[src/rtl/lc4_div_pkg.sv]
// Shared constants for the LC4 sequential divider: FSM encoding and the
// legal quotient-bits-per-cycle check.
package lc4_div_pkg;

  localparam logic [1:0] StIdle = 2'd0;
  localparam logic [1:0] StBusy = 2'd1;
  localparam logic [1:0] StDone = 2'd2;

  // Bit n set means BITS_PER_CYCLE = n is supported.
  localparam logic [4:0] LegalBpcMask = 5'b10110;

  function automatic logic bpc_legal(input int unsigned bpc);
    if (bpc > 4) return 1'b0;
    return LegalBpcMask[bpc[2:0]];
  endfunction

endpackage

[src/rtl/lc4_div_step.sv]
// One combinational restoring-division step: shift in the next dividend bit,
// trial-subtract the divisor and shift the resulting quotient bit in.
module lc4_div_step #(
  parameter int unsigned WIDTH = 16
) (
  input  logic [WIDTH-1:0] rem,
  input  logic [WIDTH-1:0] dividend,
  input  logic [WIDTH-1:0] quotient,
  input  logic [WIDTH-1:0] divisor,
  output logic [WIDTH-1:0] rem_next,
  output logic [WIDTH-1:0] dividend_next,
  output logic [WIDTH-1:0] quotient_next
);

  logic [WIDTH:0] shifted;
  logic [WIDTH:0] diff;
  logic           ge;

  always_comb begin
    shifted = {rem, dividend[WIDTH-1]};
    diff    = shifted - {1'b0, divisor};
    // rem < divisor keeps shifted < 2*divisor, so the top bit of diff is a clean borrow.
    ge            = ~diff[WIDTH];
    rem_next      = ge ? diff[WIDTH-1:0] : shifted[WIDTH-1:0];
    dividend_next = {dividend[WIDTH-2:0], 1'b0};
    quotient_next = {quotient[WIDTH-2:0], ge};
  end

endmodule

[src/rtl/lc4_divider_seq.sv]
// Iterative restoring divider for the LC4 execute stage: BITS_PER_CYCLE quotient
// bits per clock, valid/ready on both sides, optional signed mode and tag passthrough.
module lc4_divider_seq
  import lc4_div_pkg::*;
#(
  parameter int unsigned WIDTH          = 16,
  parameter int unsigned BITS_PER_CYCLE = 1,
  parameter int unsigned TAG_W          = 4
) (
  input  logic             clk,
  input  logic             rst,
  input  logic             i_valid,
  output logic             o_ready,
  input  logic             i_signed,
  input  logic [WIDTH-1:0] i_dividend,
  input  logic [WIDTH-1:0] i_divisor,
  input  logic [TAG_W-1:0] i_tag,
  output logic             o_valid,
  input  logic             i_ready,
  output logic [WIDTH-1:0] o_quotient,
  output logic [WIDTH-1:0] o_remainder,
  output logic             o_div_by_zero,
  output logic [TAG_W-1:0] o_tag,
  output logic             o_busy
);

  localparam int unsigned NumSteps = WIDTH / BITS_PER_CYCLE;
  localparam int unsigned CntW     = $clog2(NumSteps + 1);

  if (!bpc_legal(BITS_PER_CYCLE) || (WIDTH % BITS_PER_CYCLE) != 0 || WIDTH < 4 ||
      (WIDTH % 2) != 0) begin : g_bad_params
    $error("lc4_divider_seq: illegal WIDTH/BITS_PER_CYCLE combination");
  end

  logic [1:0]       state_q, state_d;
  logic [CntW-1:0]  cnt_q;
  logic [WIDTH-1:0] rem_q, dvd_q, quo_q, dvs_q;
  logic             neg_quo_q, neg_rem_q, dbz_q;
  logic [TAG_W-1:0] tag_q;

  logic [WIDTH-1:0] quo_out_q, rem_out_q;
  logic             dbz_out_q;
  logic [TAG_W-1:0] tag_out_q;

  logic             accept, last_step;
  logic             dvd_neg, dvs_neg;
  logic [WIDTH-1:0] dvd_mag, dvs_mag;
  logic [WIDTH-1:0] quo_fix, rem_fix;

  logic [WIDTH-1:0] rem_c [BITS_PER_CYCLE+1];
  logic [WIDTH-1:0] dvd_c [BITS_PER_CYCLE+1];
  logic [WIDTH-1:0] quo_c [BITS_PER_CYCLE+1];

  assign o_ready   = (state_q == StIdle) | ((state_q == StDone) & i_ready);
  assign accept    = i_valid & o_ready;
  assign last_step = (state_q == StBusy) && (cnt_q == CntW'(1));

  assign o_valid       = (state_q == StDone);
  assign o_busy        = (state_q == StBusy);
  assign o_quotient    = quo_out_q;
  assign o_remainder   = rem_out_q;
  assign o_div_by_zero = dbz_out_q;
  assign o_tag         = tag_out_q;

  assign rem_c[0] = rem_q;
  assign dvd_c[0] = dvd_q;
  assign quo_c[0] = quo_q;

  for (genvar g = 0; g < BITS_PER_CYCLE; g++) begin : g_step
    lc4_div_step #(
      .WIDTH(WIDTH)
    ) u_step (
      .rem          (rem_c[g]),
      .dividend     (dvd_c[g]),
      .quotient     (quo_c[g]),
      .divisor      (dvs_q),
      .rem_next     (rem_c[g+1]),
      .dividend_next(dvd_c[g+1]),
      .quotient_next(quo_c[g+1])
    );
  end

  always_comb begin
    dvd_neg = i_signed & i_dividend[WIDTH-1];
    dvs_neg = i_signed & i_divisor[WIDTH-1];
    dvd_mag = dvd_neg ? -i_dividend : i_dividend;
    dvs_mag = dvs_neg ? -i_divisor : i_divisor;
  end

  // MIN / -1 falls out naturally: |MIN| is MIN as unsigned, and negating it is MIN again.
  always_comb begin
    quo_fix = neg_quo_q ? -quo_c[BITS_PER_CYCLE] : quo_c[BITS_PER_CYCLE];
    rem_fix = neg_rem_q ? -rem_c[BITS_PER_CYCLE] : rem_c[BITS_PER_CYCLE];
    if (dbz_q) begin
      quo_fix = '0;
      rem_fix = '0;
    end
  end

  always_comb begin
    state_d = state_q;
    case (state_q)
      StIdle:  if (accept) state_d = StBusy;
      StBusy:  if (last_step) state_d = StDone;
      StDone:  if (i_ready) state_d = accept ? StBusy : StIdle;
      default: state_d = StIdle;
    endcase
  end

  always_ff @(posedge clk) begin
    if (rst) begin
      state_q   <= StIdle;
      cnt_q     <= '0;
      rem_q     <= '0;
      dvd_q     <= '0;
      quo_q     <= '0;
      dvs_q     <= '0;
      neg_quo_q <= 1'b0;
      neg_rem_q <= 1'b0;
      dbz_q     <= 1'b0;
      tag_q     <= '0;
      quo_out_q <= '0;
      rem_out_q <= '0;
      dbz_out_q <= 1'b0;
      tag_out_q <= '0;
    end else begin
      state_q <= state_d;

      if (accept) begin
        cnt_q     <= CntW'(NumSteps);
        rem_q     <= '0;
        quo_q     <= '0;
        dvd_q     <= dvd_mag;
        dvs_q     <= dvs_mag;
        neg_quo_q <= dvd_neg ^ dvs_neg;
        neg_rem_q <= dvd_neg;
        dbz_q     <= (i_divisor == '0);
        tag_q     <= i_tag;
      end else if (state_q == StBusy) begin
        cnt_q <= cnt_q - CntW'(1);
        rem_q <= rem_c[BITS_PER_CYCLE];
        dvd_q <= dvd_c[BITS_PER_CYCLE];
        quo_q <= quo_c[BITS_PER_CYCLE];
      end

      // Result registers are nonzero only while DONE.
      if (last_step) begin
        quo_out_q <= quo_fix;
        rem_out_q <= rem_fix;
        dbz_out_q <= dbz_q;
        tag_out_q <= tag_q;
      end else if ((state_q == StDone) && i_ready) begin
        quo_out_q <= '0;
        rem_out_q <= '0;
        dbz_out_q <= 1'b0;
        tag_out_q <= '0;
      end
    end
  end

endmodule

[config.mk]
export PLATFORM = sky130hd
export DESIGN_NAME = lc4_divider_seq
export DESIGN_NICKNAME = d
export VERILOG_FILES = /design/src/rtl/lc4_div_pkg.sv /design/src/rtl/lc4_div_step.sv /design/src/rtl/lc4_divider_seq.sv
export SDC_FILE = /design/constraint.sdc
export NUM_CORES = 1
export LEC_CHECK = 0
export CAP_MARGIN = 20
export CELL_PAD_IN_SITES_DETAIL_PLACEMENT = 1
export CELL_PAD_IN_SITES_GLOBAL_PLACEMENT = 2
export CORE_MARGIN = 1.5
export CORE_UTILIZATION = 33
export CTS_CLUSTER_SIZE = 14
export DETAILED_ROUTE_END_ITERATION = 8
export PLACE_DENSITY_LB_ADDON = 0.1
export SETUP_SLACK_MARGIN = 0.15
export SLEW_MARGIN = 10
export SYNTH_ARGS = -nofsm -noshare
export SYNTH_HDL_FRONTEND = slang
export SYNTH_SLANG_ARGS = --single-unit
export TNS_END_PERCENT = 30
[constraint.sdc]
create_clock -name clk -period 5.13 [get_ports clk]
set_clock_uncertainty 0.1 [all_clocks]
set_input_delay 0.7695 -clock clk [delete_from_list [all_inputs] [get_ports clk]]
set_output_delay 0.7695 -clock clk [all_outputs]
set_load 0.01 [all_outputs]
Word level (Yosys, flattened, before mapping)

Index checks and enable logic that the tools add are counted.
W data, S select, Z words.

Flip-flop bits (word level): 114
Input port bits: 41
Output and inout port bits: 40
Word-level logic and storage cells: 65

Add/sub/neg operators: 6
Eq/ne operators: 6
Muxes and demuxes: 23
Bitwise gates (word level): 7
Reduce and logical (&&, ||, !) cells: 8

Operators by type and width:

| cell                  | count |
|---|---|
| $mux W16              | 12 |
| $neg A16 Y16          | 4 |
| $sub A17 B16 Y17      | 1 |
| $logic_not A16 Y1     | 1 |
| $mux W5               | 2 |
| $mux W4               | 2 |
| $mux W2               | 3 |
| $pmux W2 S3           | 1 |
| $eq A5 B1 Y1 const B  | 1 |
| $sub A5 B1 Y5 const B | 1 |
| $and A1 B1 Y1         | 4 |
| $ne A2 B1 Y1 const B  | 2 |
| $reduce_bool A2 Y1    | 2 |
| $mux W1               | 3 |
| $reduce_and A3 Y1     | 1 |
| $eq A2 B1 Y1 const B  | 1 |
| $eq A2 B2 Y1 const B  | 1 |
| $logic_and A1 B1 Y1   | 2 |
| $logic_not A2 Y1      | 1 |
| $ne A2 B2 Y1 const B  | 1 |
| $reduce_or A2 Y1      | 1 |
| $not A1 Y1            | 1 |
| $or A1 B1 Y1          | 1 |
| $xor A1 B1 Y1         | 1 |

Logic depth before layout (Yosys ltp)

Gate-level depths: netlist (run 1).

Depth in word-level cells: 7
Depth in mapped cells: 20
Mapped depth without buffers: 19

By module

Synthesis (run 1) repeated with hierarchy kept, for this count alone.

Cell total of the unflattened synthesis: 815
Area, all modules: 6,701.4 µm²

Modules (own cells, without submodules):

| module          | instances | cells an instance | area an instance (µm²) | seq. area each (µm²) |
|---|---|---|---|---|
| lc4_divider_seq | 1         | 654               | 5,445.2                | 2,302.2 |
| lc4_div_step    | 1         | 161               | 1,256.2                | 0.0 |

Least setup slack after synthesis (run 1)

OpenSTA, ideal clock, no wires.

Path kind: register to register
Start: reg dvs_q[9]
End: reg quo_out_q[14], in the netlist o_quotient[14]
Library setup time: 128 ps
Arrival time: 3,447 ps
Data required time: 4,902 ps
Path slack: 1,455 ps
Stages on the path, launching flop included: 20
Path buffers: 2
Period minus slack after synthesis: 3,675 ps
Cell sequence: dfxtp_1 -> inv_1 -> ha_1 -> buf_6 -> a21o_1 -> a211o_1 -> a21oi_2 -> o211ai_1 -> xor2_1 -> inv_1 -> clkbuf_1 -> ha_1 -> inv_1 -> o31ai_1 -> and3_1 -> and3_1 -> nand2_1 -> xor2_1 -> a22oi_1 -> nor2_1

Word-level cells in the longest chain between the ends: 6

Ends and longest elaborated chain:

| item                   | RTL line               | RTL |
|---|---|---|
| start, declared        | lc4_divider_seq.sv:37  | `logic [WIDTH-1:0] rem_q, dvd_q, quo_q, dvs_q;` |
| start signal, assigned | lc4_divider_seq.sv:134 | `dvs_q <= dvs_mag;` |
| $sub A17 B16 Y17       | lc4_div_step.sv:21     | `diff = shifted - {1'b0, divisor};` |
| $not A1 Y1             | lc4_div_step.sv:23     | `ge = ~diff[WIDTH];` |
| $neg A16 Y16           | lc4_divider_seq.sv:92  | `quo_fix = neg_quo_q ? -quo_c[BITS_PER_CYCLE] : quo_c[BITS_PER_CYCLE];` |
| $mux W16               | lc4_divider_seq.sv:92  |  |
| $mux W16               | lc4_divider_seq.sv:94  | `if (dbz_q) begin` |
| $mux W16               | lc4_divider_seq.sv:147 | `if (last_step) begin` |
| end signal, assigned   | lc4_divider_seq.sv:148 | `quo_out_q <= quo_fix;` |
| end, declared          | lc4_divider_seq.sv:41  | `logic [WIDTH-1:0] quo_out_q, rem_out_q;` |

Every way passes these cells.
A chain may end at the register's enable or synchronous reset.

Worst setup path in the final report (run 1)

Start: reg rem_q[1]
End: reg quo_out_q[14], in the netlist o_quotient[14]

Word-level cells in the longest chain between the ends: 6

Ends and longest elaborated chain:

| item                   | RTL line               | RTL |
|---|---|---|
| start, declared        | lc4_divider_seq.sv:37  |  |
| start signal, assigned | lc4_divider_seq.sv:141 | `rem_q <= rem_c[BITS_PER_CYCLE];` |
| $sub A17 B16 Y17       | lc4_div_step.sv:21     |  |
| $not A1 Y1             | lc4_div_step.sv:23     |  |
| $neg A16 Y16           | lc4_divider_seq.sv:92  |  |
| $mux W16               | lc4_divider_seq.sv:92  |  |
| $mux W16               | lc4_divider_seq.sv:94  |  |
| $mux W16               | lc4_divider_seq.sv:147 |  |

Every way passes these cells.

==> flow_metrics.py, run 1 <==
metrics = {
    "status": {
        "status": "completed",
    },
    "cts": {
        "cts_post_setup_buffers_inserted": 0,
        "cts_resized": 0,
        "clock_latency_ns": 0.41,
        "clock_sinks": 114,
        "ctsHoldBuffers": 0,
        "cts.path.max_buffers": 2,
        "cts_buffers": 17,
        "clk_pin_slew_ns": 0.05,
        "root_buffer": "clkbuf_16",
        "h-tree-depth": 4,
        "tritoncts": "yes",
    },
    "layout": {
        "area_delta_synth_final_pct": 25.2,
        "postLayoutCellArea_sq_um": 8100,
        "layout_common_cells": "145 x nand2_1, 114 x dfxtp_1, 95 x nor2_1",
        "fill_cells": 2292,
        "fin_cells": 1173,
        "antennaDiodeCount": 0,
        "layout-drive-gt1-share_pct": 5.51,
        "nets": 960,
        "final_common_cell": "nand2_1",
    },
    "min_path": {
        "holdPathEnd": "o_remainder[7]",
        "hp-start": "o_remainder[7]",
        "holdPathStages": 2,
        "hold_path_class": "reg2reg",
    },
    "yosys": {
        "ys_seq_area_share_pct": 35.3,
        "synth.cell_area_sq_um": 6470,
        "async_flop_share_pct": 0,
        "ys_warn_count": 0,
        "yosysUniqueCellTypes": 57,
        "synth_edf_count": 0,
        "synthCells": 838,
        "yosys.area.top_type": "dfxtp_1",
        "syn_nets": 902,
        "synth_area_per_cell_sq_um": 7.72,
        "synth_top_area_share_pct": 35.3,
        "ys_seq_elements": 114,
        "synth_top_flop_cell": "dfxtp_1",
        "synth_area_leaders": "dfxtp_1 35%, nand2_1 8.4%, nor2_1 5.6%",
    },
    "floorplan": {
        "initial_core_util_pct": 33.4,
        "io_pins": 81,
        "die_area_sq_um": 20400,
        "dieWidth_um": 143,
        "dieHeight_um": 143,
        "core_sq_um": 19300,
        "std_cell_rows": 51,
    },
    "placed_design": {
        "port_buffers": 80,
        "dp_cells": 1141,
        "place_congestion": 0.768,
        "dp_hpwl_mm": 14.0,
        "place_ws_ns": 1.03,
        "place_area_sq_um": 7460,
    },
    "setup_path": {
        "cp.arrival_ns": 4.32,
        "r2r_start": "rem_q[1]",
        "crit_type": "reg2reg",
        "critPathMaxFanout": 13,
        "required_ns": 5.32,
        "worst_r2r_path_depth": 16,
        "crit_path_end_kind": "flip-flop",
        "r2r_end": "o_quotient[14]",
        "crit_path_start_kind": "flip-flop",
        "r2r_slack_ns": 1.00,
    },
    "detailed_routing": {
        "drcViolationCount": 0,
        "drt_pass1_iterations": 4,
        "avgRoutedWirePerCell_um": 16.3,
        "routed_wl_mm": 19.1,
        "viasPerCell": 5.17,
        "drt_iter0_drc": 296,
        "vias": 6063,
        "postRouteAntennaNets": 0,
    },
    "sta": {
        "timing.final.ws_setup_ns": 1.00,
        "finalHoldViolations": 0,
        "post-route-min-period_ns": 4.13,
        "finalCritPeriodShare_pct": 80.4,
        "worstMarginPinSlew_ns": 0.952,
        "max_freq_mhz": 242,
        "finalSetupViolations": 0,
        "relSlewSlack_pct": 36.5,
        "setup_tns_ns": 0,
        "drv_slew": 0,
        "rsz0062_at_grt": "false",
    },
    "grt": {
        "grt_usage_pct": 19.6,
        "grt_pass1_wl_mm": 31.8,
        "overflow": 0,
        "grt_pass1_vias": 6277,
        "antenna_found_initial": 0,
        "grt_max_degree": 64,
    },
    "power_and_ir_drop": {
        "report.power.total_mw": 3.05,
        "leakage_nw": 2.98,
        "peakVddDrop_mv": 0.170,
        "p_per_area_nw_per_um2": 377,
    },
    "job": {
        "maxCapViolCount": 0,
    },
}
-- flip-flops by register name, summed over array words and instances, names as in the netlist, 2 cells and up --
name and cells:
cnt_q 5, dvd_q 16, dvs_q 16, o_quotient 16, o_remainder 16, o_tag 4
quo_q 15, rem_q 16, state_q 2, tag_q 4
-- layout make-up --
cell class / instances / area [sq um] / area share [%]
tap: 265 / 332 / 4.10
clock inverter: 9 / 154 / 1.90
inverter: 32 / 120 / 1.48
multi-input combinational: 641 / 3860 / 47.7
timing repair buffer: 90 / 871 / 10.8
sequential: 114 / 2280 / 28.2
clock buffer: 22 / 474 / 5.86
-- cell families (layout without fill, tap and decap cells) --
logic type      after synthesis  count (layout)  share of synthesized area (%)
mux                          14              14                           2.17
flops                       114             114                           35.3
xor+xnor                     70              70                           9.48
buf+inv                      83             153                           5.13
simple gates                320             320                           21.4
fa+ha+maj                    23              23                           4.57
compound gates              214             214                           22.0
-- metal layers --
layer | up-vias | global-route usage (%) | part of all wire, %
met5 | - | 0 | 0
met4 | 0 | 5.37 | 0.92
met3 | 12 | 2.65 | 3.0
met2 | 99 | 33.9 | 47
met1 | 2912 | 25.6 | 49
li1 | 3040 | - | -
-- cell usage after synthesis (3+ instances only) --
| library cell | n |
|---|---|
| o31ai_1 | 11 |
| o41ai_2 | 3 |
| buf_2 | 4 |
| a21o_1 | 5 |
| o21a_1 | 6 |
| ha_1 | 22 |
| a311oi_1 | 17 |
| a211oi_1 | 28 |
| and2_1 | 4 |
| o21ai_0 | 34 |
| nand2_1 | 145 |
| nor2_1 | 96 |
| and4_1 | 3 |
| dfxtp_1 | 114 |
| nor2b_1 | 6 |
| inv_1 | 31 |
| mux2i_1 | 14 |
| nor4_1 | 5 |
| a22oi_1 | 15 |
| or4_1 | 6 |
| o21ai_1 | 12 |
| buf_1 | 3 |
| clkbuf_1 | 42 |
| and3_1 | 6 |
| or3_1 | 8 |
| o211ai_1 | 3 |
| xnor2_1 | 40 |
| xor2_1 | 30 |
| nor3_1 | 18 |
| a21oi_1 | 56 |
| a31oi_1 | 3 |
| nand3_1 | 13 |
-- worst max path at each step --
stage | startpoint | end | cells past startpoint
after floorplan | dvs_q[9] | o_quotient[14] | 19
after global placement | rem_q[1] | o_quotient[14] | 16
after detailed placement | dvd_q[15] | o_quotient[14] | 18
after CTS | rem_q[1] | o_quotient[14] | 16
after global routing | dvd_q[15] | o_quotient[14] | 18
final | rem_q[1] | o_quotient[14] | 16
-- critical path, cell delays in order, from the launching register on --
cell	delay, ns
dfxtp_1	0.45
ha_1	0.33
nor2b_1	0.17
o31a_1	0.32
o311ai_1	0.31
o211ai_1	0.18
xor2_2	0.18
inv_1	0.37
ha_1	0.23
inv_1	0.05
o31ai_1	0.40
and3_1	0.30
and3_1	0.20
nand2_1	0.07
xor2_1	0.14
a22oi_1	0.15
nor2_1	0.05
-- power by group --
| part | internal (mW) | switching (mW) | leakage (nW) |
|---|---|---|---|
| clock network | 0.848 | 0.418 | 0.302 |
| logic | 0.312 | 0.508 | 1.75 |
| registers | 0.929 | 0.0361 | 0.929 |
| total | 2.09 | 0.962 | 2.98 |
-- through the flow --
step / hold slack [ns] / util, %
global placement: 0.335 / 38.6
CTS: 0.350 / 41.8
finish: 0.343 / 41.9
global route: 0.375 / 41.9
floorplan: 0.332 / -
detailed placement: 0.343 / 38.6
No activity file was read; power rests on OpenSTA's default activity.
==> run 2, diff against run 1 <==
==> constraint.sdc (replaced) <==
create_clock -name clk -period 4.07 [get_ports clk]
set_clock_uncertainty 0.1 [all_clocks]
set_input_delay 0.6105 -clock clk [delete_from_list [all_inputs] [get_ports clk]]
set_output_delay 0.6105 -clock clk [all_outputs]
set_load 0.01 [all_outputs]
==> flow_metrics.py, run 2 (synthesis gave the netlist of run 1 again) <==
metrics = {
    "setup_path": {
        "required_ns": 4.26,
        "crit_path_end_kind": "flip-flop",
        "crit_path_start_kind": "flip-flop",
        "cp.arrival_ns": 3.88,
        "crit_type": "reg2reg",
        "critPathMaxFanout": 9,
    },
    "cts": {
        "cts.path.max_buffers": 2,
        "ctsHoldBuffers": 0,
        "h-tree-depth": 4,
        "root_buffer": "clkbuf_16",
        "tritoncts": "yes",
        "clk_pin_slew_ns": 0.06,
        "clock_sinks": 114,
        "clock_latency_ns": 0.42,
        "cts_buffers": 17,
    },
    "detailed_routing": {
        "drcViolationCount": 0,
        "vias": 6074,
        "routed_wl_mm": 19.1,
        "avgRoutedWirePerCell_um": 16.1,
        "viasPerCell": 5.13,
        "drt_pass1_iterations": 4,
        "postRouteAntennaNets": 0,
        "drt_iter0_drc": 235,
    },
    "grt": {
        "grt_usage_pct": 19.3,
        "overflow": 0,
        "grt_max_degree": 64,
        "grt_pass1_vias": 6147,
        "grt_pass1_wl_mm": 31.3,
        "antenna_found_initial": 0,
    },
    "placed_design": {
        "place_ws_ns": 0.283,
        "dp_cells": 1150,
        "place_area_sq_um": 7520,
        "port_buffers": 80,
        "place_congestion": 0.844,
        "dp_hpwl_mm": 14.0,
    },
    "sta": {
        "timing.final.ws_setup_ns": 0.383,
        "max_freq_mhz": 271,
        "relSlewSlack_pct": 48.5,
        "hold_ws_ns": 0.347,
        "setup_tns_ns": 0,
        "finalSetupViolations": 0,
        "rsz0062_at_grt": "true",
        "worstMarginPinSlew_ns": 0.772,
        "finalHoldViolations": 0,
        "finalCritPeriodShare_pct": 90.6,
        "drv_slew": 0,
        "post-route-min-period_ns": 3.69,
    },
    "floorplan": {
        "io_pins": 81,
        "die_area_sq_um": 20400,
        "dieHeight_um": 143,
        "core_sq_um": 19300,
        "std_cell_rows": 51,
        "initial_core_util_pct": 33.4,
        "dieWidth_um": 143,
    },
    "layout": {
        "area_delta_synth_final_pct": 27.2,
        "postLayoutCellArea_sq_um": 8230,
        "fin_util_pct": 42.5,
        "layout-drive-gt1-share_pct": 7.52,
        "layout_common_cells": "145 x nand2_1, 112 x dfxtp_1, 95 x nor2_1",
        "antennaDiodeCount": 0,
        "nets": 969,
        "fin_cells": 1183,
        "final_common_cell": "nand2_1",
    },
    "power_and_ir_drop": {
        "report.power.total_mw": 3.99,
        "p_per_area_nw_per_um2": 485,
        "p_switching_mw": 1.28,
        "sw_frac_of_total_pct": 32.1,
        "seqPwrFrac_pct": 30.5,
        "peakVddDrop_mv": 0.294,
        "clkPwrFrac_pct": 42.5,
        "power.share.combinational_pct": 27.0,
        "leakage_nw": 3.03,
        "intPower_mw": 2.71,
    },
    "status": {
        "status": "completed",
    },
    "job": {
        "maxCapViolCount": 0,
    },
    "min_path": {
        "hold_path_class": "reg2reg",
    },
}
run 2: cell types whose count changed in the layout (fill, tap and decap cells not counted), moves of 2 or more:
cell / delta
clkinv_2: -2
buf_4: +8
clkbuf_8: -2
inv_6: +2
clkinvlp_4: +2
dfxtp_1: -2
dfxtp_2: +2
clkbuf_1: -2
run 2: critical path, stage by stage (launching register included):
cell and delay [ns]:
dfxtp_1 0.33, inv_1 0.05, ha_1 0.40, a21o_1 0.24, a211o_1 0.35, a21oi_2 0.19, o211ai_1 0.14, xor2_2 0.19
inv_2 0.13, ha_1 0.15, inv_1 0.05, o31ai_1 0.32, and3_1 0.29, and3_1 0.21, nand2_1 0.08, xor2_1 0.14
a22oi_1 0.15, nor2_1 0.05
run 2: power by group through the flow:
stage / clock [mW] / sequential, mW / combinational, mW
after floorplan: 0 / 1.22 / 0.743
after global placement: 0 / 1.24 / 1.04
after detailed placement: 0 / 1.24 / 1.06
after CTS: 1.73 / 1.22 / 1.07
after global routing: 1.78 / 1.22 / 1.19
final: 1.70 / 1.22 / 1.08
run 2: per-layer routing:
metal | part of all wire (%) | wire length (um) | vias up | global-route usage (%)
met5 | 0 | 0 | - | 0
met3 | 3.0 | 579 | 16 | 2.82
li1 | - | - | 3059 | -
met2 | 47 | 8890 | 106 | 32.0
met4 | 1.0 | 191 | 0 | 4.99
met1 | 49 | 9400 | 2893 | 26.1
run 2: final cells by class:
class | instances | area, sq um
clock buffer | 18 | 439
clock inverter | 14 | 226
fill | 2290 | 11100
inverter | 32 | 120
multi-input combinational | 641 | 3880
sequential | 114 | 2280
tap | 265 | 332
timing repair buffer | 99 | 942
run 2: path summary, 6_finish.rpt:
check	startpoint	end	slack [ns]	cells after the start
max	dvs_q[9]	o_quotient[14]	0.38	17
min	o_remainder[9]	o_remainder[9]	0.35	2
max reg2reg	dvs_q[9]	o_quotient[14]	0.38	17
min reg2reg	o_remainder[9]	o_remainder[9]	0.35	2
run 2: timing repair:
item / in CTS / in global routing
setup buffers: 0 / 1
endpoints found under the setup margin: 0 / 11
resized for setup: 0 / 8
